## src/rtl/boron_pkg.sv

```systemverilog
// Shared BORON constants, FSM state type and the round building blocks
// used by the round datapath.
package boron_pkg;

  localparam int BLOCK_W = 64;
  localparam int KEY_ROT = 13;
  localparam int RIDX_HI = 63;
  localparam int RIDX_LO = 59;

  localparam logic [3:0] SBOX [16] = '{
    4'hE, 4'h4, 4'hB, 4'h1, 4'h7, 4'h9, 4'hC, 4'hA,
    4'hD, 4'h2, 4'h0, 4'hF, 4'h8, 4'h5, 4'h3, 4'h6
  };

  typedef enum logic [1:0] {IDLE, RUN, DONE} state_e;

  function automatic logic [3:0] boron_sbox(input logic [3:0] x);
    return SBOX[x];
  endfunction

  function automatic logic [BLOCK_W-1:0] sbox_layer(input logic [BLOCK_W-1:0] x);
    logic [BLOCK_W-1:0] y;
    for (int i = 0; i < BLOCK_W / 4; i++) y[4*i +: 4] = boron_sbox(x[4*i +: 4]);
    return y;
  endfunction

  // Byte swap inside each 16-bit word.
  function automatic logic [BLOCK_W-1:0] block_shuffle(input logic [BLOCK_W-1:0] x);
    logic [BLOCK_W-1:0] y;
    for (int j = 0; j < 4; j++) y[16*j +: 16] = {x[16*j +: 8], x[16*j+8 +: 8]};
    return y;
  endfunction

  function automatic logic [15:0] rotl16(input logic [15:0] w, input int n);
    return (w << n) | (w >> (16 - n));
  endfunction

  function automatic logic [BLOCK_W-1:0] round_p(input logic [BLOCK_W-1:0] x);
    return {rotl16(x[63:48], 9), rotl16(x[47:32], 7),
            rotl16(x[31:16], 4), rotl16(x[15:0], 1)};
  endfunction

  // Word mixing; each step uses the word updated by the previous one.
  function automatic logic [BLOCK_W-1:0] boron_xor(input logic [BLOCK_W-1:0] x);
    logic [15:0] w0, w1, w2, w3;
    {w3, w2, w1, w0} = x;
    w1 = w1 ^ w0;
    w3 = w3 ^ w2;
    w0 = w0 ^ w3;
    w2 = w2 ^ w1;
    return {w3, w2, w1, w0};
  endfunction

endpackage

```

## src/rtl/boron_if.sv

```systemverilog
// Block-in / ciphertext-out handshake bundle between host buffer and engine.
interface boron_if
  import boron_pkg::*;
#(
  parameter int KEY_WIDTH = 128
) ();

  logic                 in_valid;
  logic                 in_ready;
  logic [BLOCK_W-1:0]   plain_txt;
  logic [KEY_WIDTH-1:0] key_in;
  logic                 out_valid;
  logic                 out_ready;
  logic [BLOCK_W-1:0]   cipher_txt;

  modport master (
    output in_valid, plain_txt, key_in, out_ready,
    input  in_ready, out_valid, cipher_txt
  );

  modport slave (
    input  in_valid, plain_txt, key_in, out_ready,
    output in_ready, out_valid, cipher_txt
  );

endinterface

```

## src/rtl/boron_round.sv

```systemverilog
// One combinational BORON round: data path plus the matching key-schedule step.
module boron_round
  import boron_pkg::*;
#(
  parameter int KEY_WIDTH = 128,
  parameter int CNT_W     = 5
) (
  input  logic [BLOCK_W-1:0]   state,
  input  logic [KEY_WIDTH-1:0] key,
  input  logic [CNT_W-1:0]     round_idx,
  output logic [BLOCK_W-1:0]   next_state,
  output logic [KEY_WIDTH-1:0] next_key
);

  logic [KEY_WIDTH-1:0] key_rot;
  logic [4:0]           ridx;

  // NOTE: blocking assignments with every output given a value first keep this block latch-free.
  always_comb begin
    next_state = boron_xor(round_p(block_shuffle(sbox_layer(state ^ key[BLOCK_W-1:0]))));
    ridx       = 5'(round_idx + CNT_W'(1));
    key_rot    = {key[KEY_WIDTH-KEY_ROT-1:0], key[KEY_WIDTH-1:KEY_WIDTH-KEY_ROT]};
    next_key   = key_rot;
    next_key[3:0] = boron_sbox(key_rot[3:0]);
    if (KEY_WIDTH == 128) next_key[7:4] = boron_sbox(key_rot[7:4]);
    next_key[RIDX_HI:RIDX_LO] = key_rot[RIDX_HI:RIDX_LO] ^ ridx;
  end

endmodule

```

## src/rtl/boron_iter_engine.sv

```systemverilog
// Iterative BORON encryption engine: UNROLL rounds per clock, one block in
// flight, ciphertext held under backpressure.
module boron_iter_engine
  import boron_pkg::*;
#(
  parameter int KEY_WIDTH  = 128,
  parameter int NUM_ROUNDS = 25,
  parameter int UNROLL     = 1,
  parameter int CNT_W      = 5
) (
  input  logic             clk,
  input  logic             reset,
  boron_if.slave           bus,
  output logic             busy,
  output logic [CNT_W-1:0] round_cnt
);

  if (!(KEY_WIDTH == 80 || KEY_WIDTH == 128)) begin : g_bad_key_width
    $error("boron_iter_engine: KEY_WIDTH must be 80 or 128");
  end
  if (UNROLL < 1 || (NUM_ROUNDS % UNROLL) != 0) begin : g_bad_unroll
    $error("boron_iter_engine: UNROLL must divide NUM_ROUNDS");
  end
  if ((1 << CNT_W) <= NUM_ROUNDS) begin : g_bad_cnt_w
    $error("boron_iter_engine: CNT_W too narrow for NUM_ROUNDS");
  end

  state_e               state;
  logic [BLOCK_W-1:0]   state_reg;
  logic [KEY_WIDTH-1:0] key_reg;
  logic [BLOCK_W-1:0]   cipher_q;
  logic                 in_ready_q;
  logic                 out_valid_q;

  logic [BLOCK_W-1:0]   blk_chain [UNROLL+1];
  logic [KEY_WIDTH-1:0] key_chain [UNROLL+1];

  assign blk_chain[0] = state_reg;
  assign key_chain[0] = key_reg;

  for (genvar i = 0; i < UNROLL; i++) begin : g_round
    boron_round #(
      .KEY_WIDTH (KEY_WIDTH),
      .CNT_W     (CNT_W)
    ) u_round (
      .state      (blk_chain[i]),
      .key        (key_chain[i]),
      .round_idx  (round_cnt + CNT_W'(i)),
      .next_state (blk_chain[i+1]),
      .next_key   (key_chain[i+1])
    );
  end

  // NOTE: non-blocking for all state; data registers are cleared by reset too so an aborted block leaves nothing behind.
  always_ff @(posedge clk or negedge reset) begin
    if (!reset) begin
      state       <= IDLE;
      in_ready_q  <= 1'b1;
      out_valid_q <= 1'b0;
      busy        <= 1'b0;
      round_cnt   <= '0;
      cipher_q    <= '0;
      state_reg   <= '0;
      key_reg     <= '0;
    end else begin
      case (state)
        IDLE: begin
          if (bus.in_valid) begin
            state_reg  <= bus.plain_txt;
            key_reg    <= bus.key_in;
            round_cnt  <= '0;
            in_ready_q <= 1'b0;
            busy       <= 1'b1;
            state      <= RUN;
          end
        end
        RUN: begin
          state_reg <= blk_chain[UNROLL];
          key_reg   <= key_chain[UNROLL];
          round_cnt <= round_cnt + CNT_W'(UNROLL);
          if (int'(round_cnt) + UNROLL == NUM_ROUNDS) begin
            // Final whitening with the key produced by the last round.
            cipher_q    <= blk_chain[UNROLL] ^ key_chain[UNROLL][BLOCK_W-1:0];
            out_valid_q <= 1'b1;
            state       <= DONE;
          end
        end
        DONE: begin
          if (bus.out_ready) begin
            out_valid_q <= 1'b0;
            in_ready_q  <= 1'b1;
            busy        <= 1'b0;
            state       <= IDLE;
          end
        end
        default: state <= IDLE;
      endcase
    end
  end

  assign bus.in_ready   = in_ready_q;
  assign bus.out_valid  = out_valid_q;
  assign bus.cipher_txt = cipher_q;

endmodule

```

## src/flat_wrapper.sv

```systemverilog
// flat-port wrapper written by rule: the top's interface ports become plain ports
module boron_iter_engine_flat import boron_pkg::*;
#(
  parameter int KEY_WIDTH  = 128,
  parameter int NUM_ROUNDS = 25,
  parameter int UNROLL     = 1,
  parameter int CNT_W      = 5
)
  (clk, reset, busy, round_cnt, bus_in_valid, bus_plain_txt, bus_key_in, bus_out_ready, bus_in_ready, bus_out_valid, bus_cipher_txt);
  boron_if #(.KEY_WIDTH(KEY_WIDTH)) bus_i ();
  input  logic clk;
  input  logic reset;
  output logic busy;
  output logic [CNT_W-1:0] round_cnt;
  input wire logic [$bits(bus_i.in_valid)-1:0] bus_in_valid;
  input wire logic [$bits(bus_i.plain_txt)-1:0] bus_plain_txt;
  input wire logic [$bits(bus_i.key_in)-1:0] bus_key_in;
  input wire logic [$bits(bus_i.out_ready)-1:0] bus_out_ready;
  output wire logic [$bits(bus_i.in_ready)-1:0] bus_in_ready;
  output wire logic [$bits(bus_i.out_valid)-1:0] bus_out_valid;
  output wire logic [$bits(bus_i.cipher_txt)-1:0] bus_cipher_txt;
  assign bus_i.in_valid = bus_in_valid;
  assign bus_i.plain_txt = bus_plain_txt;
  assign bus_i.key_in = bus_key_in;
  assign bus_i.out_ready = bus_out_ready;
  assign bus_in_ready = bus_i.in_ready;
  assign bus_out_valid = bus_i.out_valid;
  assign bus_cipher_txt = bus_i.cipher_txt;
  boron_iter_engine #(.KEY_WIDTH(KEY_WIDTH), .NUM_ROUNDS(NUM_ROUNDS), .UNROLL(UNROLL), .CNT_W(CNT_W)) u_core (.clk(clk), .reset(reset), .bus(bus_i), .busy(busy), .round_cnt(round_cnt));
endmodule
```

## config.mk

```make
export PLATFORM = sky130hd
export DESIGN_NAME = boron_iter_engine_flat
export DESIGN_NICKNAME = d
export VERILOG_FILES = /design/src/rtl/boron_pkg.sv /design/src/rtl/boron_if.sv /design/src/rtl/boron_round.sv /design/src/rtl/boron_iter_engine.sv /design/src/flat_wrapper.sv
export SDC_FILE = /design/constraint.sdc
export NUM_CORES = 1
export LEC_CHECK = 0
export ABC_CLOCK_PERIOD_IN_PS = 2600
export CAP_MARGIN = 40
export CORE_MARGIN = 3
export CORE_UTILIZATION = 45
export DETAILED_ROUTE_END_ITERATION = 8
export HOLD_SLACK_MARGIN = 0.02
export PLACE_DENSITY = 0.72
export SYNTH_ARGS = -nofsm -noshare
export SYNTH_HDL_FRONTEND = slang
export SYNTH_SLANG_ARGS = --single-unit
```

## constraint.sdc

```tcl
create_clock -name clk -period 2.6 [get_ports clk]
set_input_delay 0.52 -clock clk [delete_from_list [all_inputs] [get_ports clk]]
set_output_delay 0.52 -clock clk [all_outputs]
set_load 0.03 [all_outputs]
```

# Word level (Yosys, flattened, before mapping)

Memories as Yosys holds them, arrays and structs flattened.
Cells that the tools add are included.

Add/sub/neg operators: 2
$lt $le $gt $ge: 18
Equal/unequal tests: 6
Mux-type cells: 54
Bitwise operators: 29
Reduce and logical (&&, ||, !) cells: 9

Operators by type and width:

| cell                                           | count |
|---|---|
| case mux 128 bit (2 select lines)              | 1 |
| two-way mux 4 bit                              | 36 |
| two-way mux 128 bit                            | 1 |
| case mux 64 bit (2 select lines)               | 1 |
| bitwise XOR 64 bit                             | 2 |
| >= comparator 5 bit, second input constant     | 18 |
| inverter 4 -> 5 bit                            | 18 |
| two-way mux 64 bit                             | 1 |
| bitwise XOR 16 bit                             | 4 |
| == test 32 x 6 -> 1 bit, second input constant | 1 |
| OR 16 x 1 -> 16 bit                            | 1 |
| OR 16 x 4 -> 16 bit                            | 1 |
| OR 16 x 7 -> 16 bit                            | 1 |
| OR 16 x 9 -> 16 bit                            | 1 |
| case mux 5 bit (2 select lines)                | 1 |
| AND reduction 3 bit                            | 3 |
| adder 5 x 1 -> 6 bit, second input constant    | 1 |
| two-way mux 2 bit                              | 3 |
| case mux 1 bit (2 select lines)                | 3 |
| case mux 2 bit (3 select lines)                | 1 |
| nonzero test 2 bit                             | 3 |
| adder 5 x 1 -> 5 bit, second input constant    | 1 |
| two-way mux 1 bit                              | 5 |
| two-way mux 5 bit                              | 1 |
| other kinds (7)                                | 9 |

Bits in registers: 266
ROM bits: 1152
Input port bits: 196
Output and inout port bits: 72
Logic and storage cells: 144
Memories kept: 18

Memories:

| name             | depth | width | read ports | clocked after Yosys merged registers in | write ports | RTL line        | source |
|---|---|---|---|---|---|---|---|
| (no name shown)  | 16    | 4     | 1          | 0                                       | 0           | boron_pkg.sv:18 | `return SBOX[x];` |
| (no name shown)  | 16    | 4     | 1          | 0                                       | 0           | boron_pkg.sv:18 |  |
| (no name shown)  | 16    | 4     | 1          | 0                                       | 0           | boron_pkg.sv:18 |  |
| (no name shown)  | 16    | 4     | 1          | 0                                       | 0           | boron_pkg.sv:18 |  |
| (no name shown)  | 16    | 4     | 1          | 0                                       | 0           | boron_pkg.sv:18 |  |
| (no name shown)  | 16    | 4     | 1          | 0                                       | 0           | boron_pkg.sv:18 |  |
| 12 more memories | -     | -     | -          | -                                       | -           | -               |  |

# Depth between registers and ports, before layout

Gate-level depths: netlist of run 1.

Depth after elaboration: 9
Mapped depth: 9
Gate-level depth less buffers: 9

# Cells and area by module

From an unflattened synthesis of run 1, not the netlist that was laid out.

Cell total of the unflattened synthesis: 1724
Area total of the unflattened synthesis: 16255.6 um2

Modules (own cells, without submodules):

| module            | times used | cells an instance | area an instance (um2) | seq. area each (um2) |
|---|---|---|---|---|
| boron_iter_engine | 1          | 1118              | 11817.6                | 6657.6 |
| boron_round       | 1          | 606               | 4438.0                 | 0.0 |

# Worst setup path after synthesis of run 1

OpenSTA, ideal clock, no wires.

Path type: register to register
From: register u_core.key_reg[0]
To: register u_core.cipher_q[44], in the netlist u_core.bus.cipher_txt[44]
Library setup time: 0.129 ns
Arrival time: 2.401 ns
Data required time: 2.471 ns
Path slack: 0.071 ns
Stages on the path, launching flop included: 9
Buffers on the path: 0
Clock period less this slack: 2.529 ns
Cell sequence: dfrtp_1 xor2_1 inv_1 ha_1 mux4_2 xnor3_1 xnor2_1 xor2_1 o21ai_1

Word-level cells in the longest chain between the ends: 9

Ends and longest elaborated chain:

| what                                                  | RTL line                | source |
|---|---|---|
| from (decl)                                           | boron_iter_engine.sv:30 | `logic [KEY_WIDTH-1:0] key_reg;` |
| from (signal assigned)                                | boron_iter_engine.sv:70 | `key_reg <= bus.key_in;` |
| from (signal assigned)                                | boron_iter_engine.sv:79 | `key_reg <= key_chain[UNROLL];` |
| bitwise XOR 64 bit                                    | boron_round.sv:20       | `next_state = boron_xor(round_p(block_shuffle(sbox_layer(state ^ key[BLOCK_W-1:0]))));` |
| inverter 4 -> 5 bit (implied by the code)             | boron_pkg.sv:18         |  |
| memory (16 x 4 bit)                                   | -                       |  |
| two-way mux 4 bit (implied by the code) (2 in series) | boron_pkg.sv:18         |  |
| OR 16 x 1 -> 16 bit                                   | boron_pkg.sv:35         | `return (w << n) \| (w >> (16 - n));` |
| bitwise XOR 16 bit                                    | boron_pkg.sv:47         | `w1 = w1 ^ w0;` |
| bitwise XOR 16 bit                                    | boron_pkg.sv:50         | `w2 = w2 ^ w1;` |
| bitwise XOR 64 bit                                    | boron_iter_engine.sv:83 | `cipher_q <= blk_chain[UNROLL] ^ key_chain[UNROLL][BLOCK_W-1:0];` |
| to (signal assigned)                                  | boron_iter_engine.sv:83 |  |
| to (decl)                                             | boron_iter_engine.sv:31 | `logic [BLOCK_W-1:0] cipher_q;` |

Every way passes these cells. The select of a mux whose other input is x is not followed.
A chain may end at the register's enable or synchronous reset.

# Worst setup path in the final report of run 1

From: register u_core.key_reg[12]
To: register u_core.state_reg[40]

Word-level cells in the longest chain between the ends: 9

Ends and longest elaborated chain:

| what                                                  | RTL line                | source |
|---|---|---|
| bitwise XOR 64 bit                                    | boron_round.sv:20       |  |
| inverter 4 -> 5 bit (implied by the code)             | boron_pkg.sv:18         |  |
| memory (16 x 4 bit)                                   | -                       |  |
| two-way mux 4 bit (implied by the code) (2 in series) | boron_pkg.sv:18         |  |
| OR 16 x 1 -> 16 bit                                   | boron_pkg.sv:35         |  |
| bitwise XOR 16 bit                                    | boron_pkg.sv:47         |  |
| bitwise XOR 16 bit                                    | boron_pkg.sv:50         |  |
| case mux 64 bit (2 select lines)                      | boron_iter_engine.sv:66 | `case (state)` |
| to (signal assigned)                                  | boron_iter_engine.sv:69 | `state_reg <= bus.plain_txt;` |
| to (signal assigned)                                  | boron_iter_engine.sv:78 | `state_reg <= blk_chain[UNROLL];` |
| to (decl)                                             | boron_iter_engine.sv:29 | `logic [BLOCK_W-1:0] state_reg;` |

Every way passes these cells. The select of a mux whose other input is x is not followed.

==> results.md, run 1 <==
* Nets at 2133
* Tmin final at 2477 ps
* Num rows at 67
* Synth top area share at 42.58%
* Full die area at 0.03688 mm2
* Clock-pin transition on the worst setup and hold timing paths at ~60 ps
* Clock latency on the worst-skew pair at 570 ps
* Vias in the first global route at 13.86k
* Number of max-cap violations at 0
* Area delta synth->final at 35.07%
* Top post-synthesis cells by area: dfrtp_1 43%, xnor2_1 9.1%, mux2i_1 7.8%
* Startpoint types: flop
* Average size of a mapped cell at 10.05 um2
* Largest net degree at the start of global routing at 121
* CP Data Required Time at roughly 3000 ps
* Chip Width at approximately 190 um
* Top Ports at 268
* RSZ-0062 raised after global routing: false
* CORE AREA at between 0.03 and 0.04 mm2
* # clock sinks at 266
* Total grt overflow at 0
* Ratio of cells with drive above 1 in the final layout at 15.36%
* Clk root buf: clkbuf_16
* DR vias/cell at approximately 5.9
* Seq/Total Area, Yosys at 42.75%
* Wirelength per Cell at 24.06 um
* Most frequent cell after synthesis: dfrtp_1
* Synth area leader: dfrtp_1
* Die Span Y at 192.0 um
* Syn nets at 1773
* Dpl hpwl at 42370 um
* Fraction of registers with async set or reset after synthesis at 100.0%
* CP arrival at 2900 ps
* H-tree depth at 1
* Largest register FFs at around 130
* Dominant synthesized flop cell: dfrtp_1
* Max Buffers Root-to-Sink at 3
* Max-slew violations at 0
* First-pass GRT wire length at 85140 um
* Via count at between 10k and 15k
* Drt pass-1 iters at 5
* Worst setup path class: reg2reg
* Worst Path Max Fanout at 4
* CTS tree: yes
* Final setup vio count at 0
* Worst Tran Pin Value at between 800 and 900 ps
* Netlist cell types at 48
* Fin crit share at 95.27%
* Status: finished clean
* Post-synth EDFFs at 0
* # fillers at about 2.8k
* Initial antenna violation count at 2
* Final hold vios at 0
* Synth Instances at 1549
* Synth top cells by count: 265 x dfrtp_1, 169 x o21ai_0, 162 x xnor2_1
* Warnings, synthesis at 0
* Initial Utilization at 46.10%
* Clk_skew at approximately 10 ps
* Critical path capture point type: flop
* Headroom to the max-slew limit at 41.49%
* Ant diodes at 0
* Gr usage total at 30.40%
* Final GP Congestion at 0.9364
* Mapped Area at 0.01557 mm2
* Post-synthesis register bit count at about 270
* HP Class: reg2reg
* Drt drc at 0
* Final WL at 57290 um
* Initial DRC Count at about 1.2k
* Antenna Nets Post-Route at 0
* Max Clock Freq at 0.4037 GHz
* Final setup TNS at 0 ps
* Total CTS buffers at 31
* Count of buffers from port buffering at 267
## critical path, stage by stage (launching register included)
cell	delay, ps
dfrtp_1	400
xnor2_1	340
ha_1	350
mux4_2	610
xnor2_2	240
buf_4	180
xnor2_1	110
o21ai_0	90
## through the flow
stage | util [%] | area (um2) | hold WS, ps | std cells | setup slack (ps)
global route | 62.27 | 21040 | 497.5 | 2381 | 2.099
CTS | 61.89 | 20910 | 483.3 | 2380 | 5.200
detailed placement | 58.63 | 19810 | 469.7 | 2322 | 12.40
floorplan | - | 15570 | 224.4 | 1549 | 70.61
global placement | 58.57 | 19790 | 461.0 | 2321 | 82.47
finish | 62.27 | 21040 | 477.7 | 2381 | 123.0
## cell families (layout without fill, tap and decap cells)
family	after synthesis	after routing	synth area share, %
AOI/OAI and AO/OA	516	516	19.65
adders and majority gates	28	28	2.249
DFF	266	266	42.75
buffers and inverters	146	530	3.703
xor gates and xnor gates	265	265	16.10
muxes	155	155	11.06
and+or+nand+nor	173	173	4.491
## cell usage in the layout (no fill, tap or decap), types with 21 or more instances in the layout
| master | instances |
|---|---|
| nand2_1 | 125 |
| xor2_1 | 83 |
| inv_1 | 39 |
| o21ai_0 | 168 |
| clkdlybuf4s50_1 | 265 |
| mux2_2 | 21 |
| clkbuf_16 | 31 |
| buf_4 | 153 |
| ha_1 | 28 |
| mux2i_1 | 119 |
| xnor2_1 | 150 |
| a21oi_1 | 94 |
| o22ai_1 | 158 |
| a22oi_1 | 51 |
| dfrtp_1 | 265 |
## worst paths after layout
path	startpoint	endpoint	slack, ps	cells after the start
max in group asynchronous	reset	u_core.bus.cipher_txt[54]$_DFFE_PN0P_	1230	3
worst max register to register	u_core.key_reg[12]$_DFFE_PN0P_	u_core.state_reg[40]$_DFFE_PN0P_	120	7
worst min-delay path	u_core.key_reg[109]$_DFFE_PN0P_	u_core.key_reg[109]$_DFFE_PN0P_	480	2
min in group asynchronous	reset	u_core.key_reg[58]$_DFFE_PN0P_	520	2
worst min register to register	u_core.key_reg[109]$_DFFE_PN0P_	u_core.key_reg[109]$_DFFE_PN0P_	480	2
worst max-delay path	u_core.key_reg[12]$_DFFE_PN0P_	u_core.state_reg[40]$_DFFE_PN0P_	120	7
## per-layer routing
| metal | GRT usage [%] | vias up | wire, um |
|---|---|---|---|
| li1 | - | 6310 | - |
| met1 | 41.21 | 6928 | 23360 |
| met2 | 47.93 | 680 | 25910 |
| met3 | 6.096 | 129 | 5281 |
| met4 | 12.24 | 2 | 2725 |
| met5 | 0 | - | 11 |
## final cells by class
class                      count  area [um2]  area share, %
inverter                      41       153.9         0.7315
multi-input combinational   1137        8508          40.44
timing repair buffer         432        4066          19.33
clock inverter                19       239.0          1.136
sequential                   266        6658          31.65
clock buffer                  38       852.1          4.050
tap                          448       560.5          2.664
## timing repair
item	in CTS	in global routing
hold buffers	1	0
setup buffers	0	1
endpoints found under the hold margin	64	0
endpoints found under the setup margin	0	16
resized for setup	0	19
Power of run 1 is left out: the tool's default activity adds up to more than one toggle a clock period on the data nets, which glitch-free logic cannot reach.
==> run 2: changes to the inputs <==
ABC_CLOCK_PERIOD_IN_PS = default   (was 2600)
==> results of run 2 <==
Final layout, timing and power as in run 1 (identical DEF).
Power of run 2 is left out for the same reason.
